--- src/rtl/xor_accum_nbit.sv ---
// ============================================================================
//  Module      : xor_accum_nbit
//  Description : Streaming XOR unit. Emits pairwise a^b results or folds a
//                multi-beat frame into a single XOR result plus beat count.
//                Optional parity output enabled by macro XOR_ACCUM_PARITY_EN.
//  Revision    : 1.0 - initial release
// ============================================================================
`default_nettype none

module xor_accum_nbit #(
    parameter int WIDTH = 8,
    parameter int CNT_W = 8
) (
    input  logic             clk,
    input  logic             reset,
    input  logic             in_valid,
    output logic             in_ready,
    input  logic [WIDTH-1:0] a,
    input  logic [WIDTH-1:0] b,
    input  logic             mode,
    input  logic             last,
    output logic             out_valid,
    input  logic             out_ready,
    output logic [WIDTH-1:0] out,
`ifdef XOR_ACCUM_PARITY_EN
    output logic             parity,
`endif
    output logic [CNT_W-1:0] beats
);

    localparam logic [0:0]       S_IDLE     = 1'b0;
    localparam logic [0:0]       S_ACCUM    = 1'b1;
    localparam logic [CNT_W-1:0] c_CNT_ONE  = CNT_W'(1);
    localparam logic [CNT_W-1:0] c_CNT_MAX  = {CNT_W{1'b1}};

    logic [0:0]       r_state;
    logic [0:0]       w_state_next;
    logic [WIDTH-1:0] r_acc;
    logic [CNT_W-1:0] r_count;
    logic [WIDTH-1:0] r_out;
    logic [CNT_W-1:0] r_beats;
    logic             r_out_valid;

    logic             w_fire;
    logic [WIDTH-1:0] w_acc_base;
    logic [CNT_W-1:0] w_cnt_base;
    logic [WIDTH-1:0] w_acc_xor;
    logic [CNT_W-1:0] w_cnt_inc;
    logic             w_load_out;
    logic [WIDTH-1:0] w_out_next;
    logic [CNT_W-1:0] w_beats_next;
    logic [WIDTH-1:0] w_acc_next;
    logic [CNT_W-1:0] w_cnt_next;
    logic             w_valid_next;

    assign in_ready  = ~r_out_valid | out_ready;
    assign w_fire    = in_valid & in_ready;
    assign out       = r_out;
    assign beats     = r_beats;
    assign out_valid = r_out_valid;

    // An empty (IDLE) accumulator always folds from zero.
    assign w_acc_base = (r_state == S_ACCUM) ? r_acc   : '0;
    assign w_cnt_base = (r_state == S_ACCUM) ? r_count : '0;
    assign w_acc_xor  = w_acc_base ^ a ^ b;
    assign w_cnt_inc  = (w_cnt_base == c_CNT_MAX) ? c_CNT_MAX : w_cnt_base + c_CNT_ONE;

    // State register
    always_ff @(posedge clk or posedge reset) begin
        if (reset) begin
            r_state <= S_IDLE;
        end else begin
            r_state <= w_state_next;
        end
    end

    // Next-state logic: pairwise beats never disturb the open frame
    always_comb begin
        w_state_next = r_state;
        if (w_fire && mode) begin
            w_state_next = last ? S_IDLE : S_ACCUM;
        end
    end

    // Output / datapath control
    always_comb begin
        w_load_out   = 1'b0;
        w_out_next   = r_out;
        w_beats_next = r_beats;
        w_acc_next   = r_acc;
        w_cnt_next   = r_count;
        if (w_fire) begin
            if (!mode) begin
                w_load_out   = 1'b1;
                w_out_next   = a ^ b;
                w_beats_next = c_CNT_ONE;
            end else if (last) begin
                w_load_out   = 1'b1;
                w_out_next   = w_acc_xor;
                w_beats_next = w_cnt_inc;
                w_acc_next   = '0;
                w_cnt_next   = '0;
            end else begin
                w_acc_next   = w_acc_xor;
                w_cnt_next   = w_cnt_inc;
            end
        end
        // A fresh load wins over a handoff, so back-to-back results never bubble.
        w_valid_next = w_load_out | (r_out_valid & ~out_ready);
    end

    always_ff @(posedge clk or posedge reset) begin
        if (reset) begin
            r_acc       <= '0;
            r_count     <= '0;
            r_out       <= '0;
            r_beats     <= '0;
            r_out_valid <= 1'b0;
        end else begin
            r_acc       <= w_acc_next;
            r_count     <= w_cnt_next;
            r_out       <= w_out_next;
            r_beats     <= w_beats_next;
            r_out_valid <= w_valid_next;
        end
    end

`ifdef XOR_ACCUM_PARITY_EN
    logic r_parity;

    always_ff @(posedge clk or posedge reset) begin
        if (reset) begin
            r_parity <= 1'b0;
        end else if (w_load_out) begin
            r_parity <= ^w_out_next;
        end
    end

    assign parity = r_parity;
`endif

endmodule

`default_nettype wire

--- config.mk ---
export PLATFORM = sky130hd
export DESIGN_NAME = xor_accum_nbit
export DESIGN_NICKNAME = d
export VERILOG_FILES = /design/src/rtl/xor_accum_nbit.sv
export SDC_FILE = /design/constraint.sdc
export NUM_CORES = 1
export LEC_CHECK = 0
export BUFFER_PORTS_ARGS = -buffer_cell sky130_fd_sc_hd__clkbuf_2
export CORE_MARGIN = 3
export CORE_UTILIZATION = 45
export CTS_BUF_LIST = sky130_fd_sc_hd__clkbuf_16
export DETAILED_ROUTE_END_ITERATION = 6
export GPL_TIMING_DRIVEN = 0
export HOLD_SLACK_MARGIN = 0.08
export PLACE_DENSITY_LB_ADDON = 0.15
export SETUP_SLACK_MARGIN = 0.4
export SLEW_MARGIN = 20
export SYNTH_ARGS = -nofsm -noshare
export SYNTH_HDL_FRONTEND = slang
export SYNTH_SLANG_ARGS = --single-unit
--- constraint.sdc ---
create_clock -name clk -period 1.3 [get_ports clk]
set_clock_uncertainty 0.05 [all_clocks]
set_input_delay 0.13 -clock clk [delete_from_list [all_inputs] [get_ports clk]]
set_output_delay 0.13 -clock clk [all_outputs]
set_load 0.02 [all_outputs]
# Word-level counts from Yosys, hierarchy flattened
# Cells that the tools add are included.
[word_totals]
reg_bits = 34
latchBits = 0
mem_bits_rw = 0
romBits = 0
in_bits = 22
elab_cells = 34
memories = 0
[op_classes]
n_addsub = 1
multipliers = 0
div = 0
magnitude_cmp = 0
eq_ne = 2
n_shift = 0
n_mux = 13
bitwise_logic = 9
n_reduce_logical = 3
[op_table]
columns = ["cell", "count"]
rows = [
  ["$mux 8", 9],
  ["$xor 8x8->8", 3],
  ["$add 8x1->8 const B", 1],
  ["$eq 8x8->1 const B", 1],
  ["$mux 1", 4],
  ["$reduce_and 2->1", 2],
  ["$and 1x1->1", 2],
  ["$ne 2x1->1 const B", 1],
  ["$not 1->1", 2],
  ["$or 1x1->1", 2],
  ["$logic_and 1x1->1", 1],
]

# Longest topological paths before layout
# Gate-level depths: netlist (run 1).
[logic_depth]
depth_word = 5
depth_mapped = 7
mapped_depth_nobuf = 4

# Least setup slack after synthesis (run 1)
# Ideal clock, no wire load.
[synth_path]
path_kind = "flip-flop to flip-flop"
startpoint = "register r_out_valid, in the netlist out_valid"
endpoint = "register r_beats[2], in the netlist beats[2]"
arrival_time_ns = 1.324
t_required_ns = 1.128
setup_slack_ns = -0.196
path_stages_with_launch = 7
n_path_buf = 3
path_cell_list = "dfrtp_1 > nand2b_4 > buf_6 > and3_1 > buf_6 > buf_6 > a32o_1"
[synth_via]
elab_chain_len = 4
[synth_rtl]
columns = ["element", "line_no", "rtl"]
rows = [
  ["from (decl)", "42", "logic r_out_valid;"],
  ["from (signal assigned)", "124", "r_out_valid <= w_valid_next;"],
  ["$not 1->1", "56", "assign in_ready = ~r_out_valid | out_ready;"],
  ["$or 1x1->1", "56", ""],
  ["named net in_ready", "17", "output logic in_ready,"],
  ["$and 1x1->1", "57", "assign w_fire = in_valid & in_ready;"],
  ["$reduce_and 2->1 (no source line)", "n/a", ""],
  ["to (signal assigned)", "123", "r_beats <= w_beats_next;"],
  ["to (decl)", "41", "logic [CNT_W-1:0] r_beats;"],
]
# The timed path passes the listed nets, and every way through them passes these cells.
# A chain may end at the register's enable or synchronous reset.

# Worst setup path after layout (run 1)
[layout_path]
startpoint = "register r_out_valid, in the netlist out_valid"
endpoint = "register r_beats[2], in the netlist beats[2]"
[layout_via]
elab_chain_len = 4
[layout_rtl]
columns = ["element", "line_no"]
rows = [
  ["$not 1->1", "56"],
  ["$or 1x1->1", "56"],
  ["$and 1x1->1", "57"],
  ["$reduce_and 2->1 (no source line)", "n/a"],
]
# No other way between the ends.

==> flow_summary_export.csv, run 1 <==
group,metric,value,unit
clocking,cts.clk_slew.worst_paths,0.06,ns
worst_setup_path,cp_max_fo,8,
yosys,synthArstFlopShare,100,%
cells_and_area,fin_area,2980,um2
worst_setup_path,critPathKind,"reg2reg",
sta,slew_headroom,49.9,%
yosys,syn_nets,227,
place,post-dp-hpwl,2.93,mm
clocking,cts-htree-levels,2,
yosys,ys_seq_area_share,45.6,%
drt,drc,0,
clocking,cts.path.max_buffers,2,
clocking,cts_sinks,34,
worst_setup_path,critPathArrivalTime,1.52,ns
global_routing,grt-ovfl-total,0,
pwr,p_leak,1.34,nW
drt,vias_per_cell,5.57,
clocking,cts_root_buf,"clkbuf_16",
clocking,cts_tree,"done",
die,io_pins,40,
cells_and_area,drive_gt1_share,45.2,%
global_routing,grt_max_degree,35,
global_routing,grt_pass1_vias,1669,
run,drv_cap,0,
worst_setup_path,worstPathRequired,1.41,ns
pwr,swShare,30.9,%
cells_and_area,fin_cells,331,
yosys,ys_seq_elements,34,
die,die_h,70.4,um
yosys,syn_avg_cell_area,9.11,um2
yosys,synth_most_common_cell,"nand2_1",
die,core_area,3830,um2
die,die_w,70.4,um
worst_setup_path,startpoint_type,"flip-flop",
hold_path,hp-class,"in2async",
pwr,finalPower,4.21,mW
pwr,pwr_density_cell,1410,nW/um2
outcome,violations,"negative hold slack, negative setup slack",
place,dp.cells,292,
sta,hold_ws,-0.0920,ns
yosys,synth_area_leaders,"dfrtp_1, nand2_1, xnor2_1",
drt,drtAntennaViolNets,0,
place,placed_cell_area,2150,um2
die,rows,22,
sta,worst_slew_pin_slew,0.749,ns
pwr,combPwrFrac,33.7,%
cells_and_area,syn2layout_area_growth,59.6,%
drt,drt-total-wl,5.50,mm
worst_setup_path,critPathCaptureType,"flip-flop",
pwr,ir_drop,0.000910,V
drt,wl_per_cell,16.6,um
die,start_util,48.8,%
yosys,syn_area,1870,um2
die,dieArea,4960,um2
pwr,seq_power_share,34.7,%
sta,layout_setup_ws,-0.106,ns
sta,slew_violations,0,
cells_and_area,nets,304,
yosys,synthCells,205,
global_routing,antenna_found_initial,0,
pwr,internal_power,2.91,mW
yosys,synth-edff-count,0,
place,routabilityCongestion,0.850,
yosys,synth_top_area_share,45.6,%
outcome,outcome,"finished, violations left",
pwr,power.share.clock,31.6,%
cells_and_area,final_util,77.9,%
place,io_buffers,39,
sta,rsz0062_at_grt,"yes",
yosys,yosys_warnings,0,
pwr,switchingPower,1.30,mW
sta,hold_viol,34,
sta,finalCriticalPeriod,1.41,ns
sta,setup_viol,34,
global_routing,grtUsageTotal,20.8,%
cells_and_area,diodes,0,
sta,period_share,108,%
clocking,clk_latency,0.28,ns
yosys,netlist_top_cells_count,"nand2_1, dfrtp_1, nor2_1, o21ai_0, xnor2_1",
yosys,synthDistinctLibCells,40,
sta,fmax,711,MHz
drt,vias,1845,
clocking,cts_buffers,5,
yosys,yosys.area.top_type,"dfrtp_1",
global_routing,grt_pass1_wl,8.14,mm
drt,drt_iter0_drc,193,
drt,drtPass1Iterations,4,
yosys,synthFlopType,"dfrtp_1",
path summary, 6_finish.rpt:
kind	cells past startpoint	slack, ns	startpoint	end
setup / recovery	6	-0.11	out_valid	beats[2]
hold / removal	2	-0.09	reset	out[6]
setup reg to reg	6	-0.11	out_valid	beats[2]
hold reg to reg	2	0.45	out[0]	out[0]
max in group asynchronous	2	0.83	reset	r_count[6]
min in group clk	3	0.22	mode	r_count[1]
power by group through the flow:
| stage | logic, mW | clock network, mW | registers (mW) |
|---|---|---|---|
| 3_5_place_dp | 0.925 | 0 | 1.45 |
| 3_3_place_gp | 0.905 | 0 | 1.44 |
| 5_1_grt | 1.54 | 1.39 | 1.49 |
| 4_1_cts | 1.18 | 1.34 | 1.45 |
| 2_1_floorplan | 0.577 | 0 | 1.53 |
| 6_report | 1.42 | 1.33 | 1.46 |
sequential cells by signal (all words and copies together) (netlist names):
name	cells
beats	8
r_count	8
out	8
r_state	1
r_acc	8
out_valid	1
cell type report:
class	instances	area, um2
plain buffers	11	135
well taps	48	60.1
repair buffers	69	634
flip-flops and latches	34	858
multi-input cells	159	1120
fillers	217	847
inverters	2	11.3
clock inverters	3	37.5
clock buffers	5	125
through the flow:
stage	setup TNS [ns]	setup slack (ns)	hold slack [ns]
5_1_grt	-3.55	-0.150	-0.0350
2_1_floorplan	-0.500	-0.0930	0.0208
4_1_cts	-0.606	-0.0704	-0.0646
3_5_place_dp	-3.89	-0.189	0.232
3_3_place_gp	-3.13	-0.164	0.233
6_report	-1.56	-0.106	-0.0920
critical path: stages, from the launching register on:
cell       delay [ns]
dfrtp_2          0.38
nand2b_4         0.05
buf_6            0.12
and3_4           0.15
buf_8            0.14
clkbuf_16        0.16
a32o_1           0.24
routing by layer:
| metal | share of wire [%] | track usage [%] | vias to the layer above | wire, um |
|---|---|---|---|---|
| met4 | 2.4 | 5.74 | 0 | 133 |
| met5 | 0 | 0 | - | 0 |
| met3 | 7.8 | 5.32 | 14 | 431 |
| met1 | 42 | 28.4 | 881 | 2320 |
| li1 | - | - | 862 | - |
| met2 | 48 | 32.5 | 88 | 2610 |
kinds of logic after synthesis:
logic type | count (synthesis) | share of synthesized area, %
buffers and inverters | 13 | 4.69
and+or+nand+nor | 83 | 21.6
AOI/OAI and AO/OA | 50 | 16.3
muxes | 2 | 1.07
xor gates and xnor gates | 23 | 10.8
DFF | 34 | 45.6
placed cells by master, fill, tap and decap left out, types with 2 or more instances in the layout:
cell type / instances
buf_6: 9
buf_8: 6
xor2_1: 9
a21oi_2: 7
nand3_1: 2
o21ai_1: 19
dfrtp_2: 6
nand4_1: 3
nor2_1: 15
clkbuf_8: 15
buf_4: 24
nand3_4: 4
o21ai_2: 2
nor3_2: 2
a21oi_1: 6
dfrtp_1: 28
nand2_2: 6
inv_1: 2
a22o_1: 3
xnor2_1: 12
a22oi_1: 4
mux2i_1: 2
clkbuf_16: 8
nand2_1: 33
clkbuf_2: 21
xnor2_2: 2
nand2b_1: 2
and2_1: 5
timing repair:
action,4_1_cts,5_1_grt
pin swaps,10,5
resized for setup,65,45
gates cloned,2,3
setup buffers,12,14
endpoints found under the setup margin,52,52
hold endpoints to repair,34,34
Note: power is estimated with default switching activity, not from simulation.
==> run 2: changes to the inputs <==
- CELL_PAD_IN_SITES_DETAIL_PLACEMENT: unset -> 0
- CELL_PAD_IN_SITES_GLOBAL_PLACEMENT: unset -> 1
- CORE_UTILIZATION: 45 -> 36
==> flow_summary_export.csv, run 2 (synthesis gave the netlist of run 1 again) <==
group,metric,value,unit
drt,vias_per_cell,5.10,
worst_setup_path,cp_max_fo,5,
outcome,outcome,"finished, violations left",
worst_setup_path,critPathCaptureType,"flip-flop",
worst_setup_path,crit_start,"out_valid",
sta,hold_viol,34,
clocking,cts_sinks,34,
clocking,clk_latency,0.28,ns
drt,drt_iter0_drc,122,
sta,fmax,730,MHz
sta,finalCriticalPeriod,1.37,ns
sta,hold_ws,-0.0768,ns
run,drv_cap,0,
drt,wl_met3,316,um
drt,drt-total-wl,5.59,mm
drt,wl_met1,2.53,mm
place,post-dp-hpwl,3.23,mm
pwr,ir_drop,0.000806,V
drt,wl_per_cell,15.2,um
cells_and_area,fin_area,3190,um2
clocking,cts.clk_slew.worst_paths,0.05,ns
die,rows,25,
drt,drc,0,
drt,wl_met2,2.66,mm
clocking,cts_tree,"done",
worst_setup_path,critPathKind,"reg2reg",
outcome,violations,"negative hold slack, negative setup slack",
worst_setup_path,critPathArrivalTime,1.48,ns
cells_and_area,drive_gt1_share,52.0,%
sta,slew_headroom,47.7,%
pwr,p_leak,1.45,nW
worst_setup_path,r2r_start,"out_valid",
cells_and_area,layout_commonest_cell,"buf_4",
worst_setup_path,startpoint_type,"flip-flop",
drt,drtPass1Iterations,4,
cells_and_area,nets,323,
worst_setup_path,regToRegSetupSlack,-0.07,ns
cells_and_area,layout_common_cells,"buf_4, dfrtp_1, nand2_1, clkbuf_2, o21ai_1",
die,die_h,78.0,um
global_routing,grt_pass1_vias,1787,
die,io_pins,40,
sta,layout_setup_ws,-0.0708,ns
place,dp.cells,311,
die,dieArea,6090,um2
worst_setup_path,reg2reg_depth,6,
die,start_util,38.3,%
sta,rsz0062_at_grt,"yes",
worst_setup_path,r2r_end,"beats[2]",
drt,vias,1883,
clocking,cts_buffers,5,
die,core_area,4880,um2
sta,worst_slew_pin_slew,0.782,ns
sta,period_share,105,%
sta,final.setup.tns,-1.37,ns
place,routabilityCongestion,0.793,
global_routing,grt_max_degree,35,
worst_setup_path,worstPathRequired,1.41,ns
sta,setup_viol,31,
place,placed_cell_area,2180,um2
place,dp_slack,-0.229,ns
pwr,pwr_density_cell,1310,nW/um2
place,io_buffers,39,
clocking,cts-htree-levels,2,
drt,dr.max_layer_used,"met4",
cells_and_area,syn2layout_area_growth,70.9,%
cells_and_area,diodes,0,
global_routing,antenna_found_initial,0,
worst_setup_path,endpoint,"beats[2]",
die,die_w,78.0,um
drt,drtAntennaViolNets,0,
clocking,cts.path.max_buffers,2,
global_routing,grt_pass1_wl,9.03,mm
global_routing,grt-ovfl-total,0,
clocking,cts_root_buf,"clkbuf_16",
cells_and_area,fin_cells,369,
sta,slew_violations,0,
hold_path,hp-class,"in2async",
pwr,finalPower,4.17,mW
global_routing,grtUsageTotal,19.1,%
==> run 2: changes by cell type in the layout (fill, tap and decap cells not counted), moves of 2 or more <==
| cell | delta |
|---|---|
| buf_8 | +2 |
| buf_12 | +2 |
| a22oi_1 | -4 |
| buf_6 | +2 |
| nand2_2 | +8 |
| clkbuf_8 | +2 |
| nand2_1 | -7 |
| a21oi_1 | +3 |
| a22oi_2 | +4 |
| buf_4 | +12 |
| buf_16 | +3 |
| a21oi_2 | -3 |
| clkbuf_16 | -3 |
==> run 2: worst max-delay path: stages (launching register included) <==
cell      delay (ns)
dfrtp_2         0.38
nand2b_4        0.05
buf_6           0.13
and3_4          0.15
buf_8           0.14
buf_16          0.13
a32o_1          0.23
==> run 2: worst min path at each step <==
stage	slack (ns)	cells after the start	endpoint
detailed placement	0.25	2	r_count[6]
global placement	0.25	2	r_count[6]
CTS	-0.04	2	out[2]
floorplan	0.02	1	beats[0]
finish	-0.08	2	beats[7]
global route	-0.02	2	beats[7]
==> run 2: what timing repair did <==
action                                 CTS  global route
setup endpoints to repair               52            52
pin swaps                               17            12
gates cloned                             3             1
endpoints found under the hold margin   34            34
setup buffers                           28            18
gates resized for setup                101            23
==> run 2: where the power goes <==
part           leakage [nW]  internal [mW]  switching, mW
clock                0.0724          0.692          0.429
combinational         0.948          0.884          0.700
sequential            0.428           1.27          0.194
total                  1.45           2.85           1.32
==> run 2: cell type report <==
| cell class | count | area (um2) |
|---|---|---|
| Clock inverter | 3 | 12.5 |
| Multi-Input combinational cell | 159 | 1120 |
| Fill cell | 400 | 1690 |
| Inverter | 2 | 11.3 |
| Tap cell | 67 | 83.8 |
| Buffer | 11 | 139 |
| Timing Repair Buffer | 88 | 841 |
| Clock buffer | 5 | 125 |
| Sequential cell | 34 | 858 |
==> run 2: per-layer routing <==
| layer | vias to the layer above | track usage (%) |
|---|---|---|
| li1 | 898 | - |
| met1 | 919 | 25.1 |
| met2 | 55 | 31.5 |
| met3 | 11 | 4.59 |
| met4 | 0 | 5.59 |
| met5 | - | 0 |
==> run 2: per-stage QoR <==
| stage | hold slack [ns] | util [%] |
|---|---|---|
| after floorplan | 0.0208 | - |
| after global placement | 0.249 | 44.6 |
| after detailed placement | 0.252 | 44.6 |
| after CTS | -0.0407 | 60.9 |
| after global routing | -0.0214 | 65.4 |
| final | -0.0768 | 65.4 |
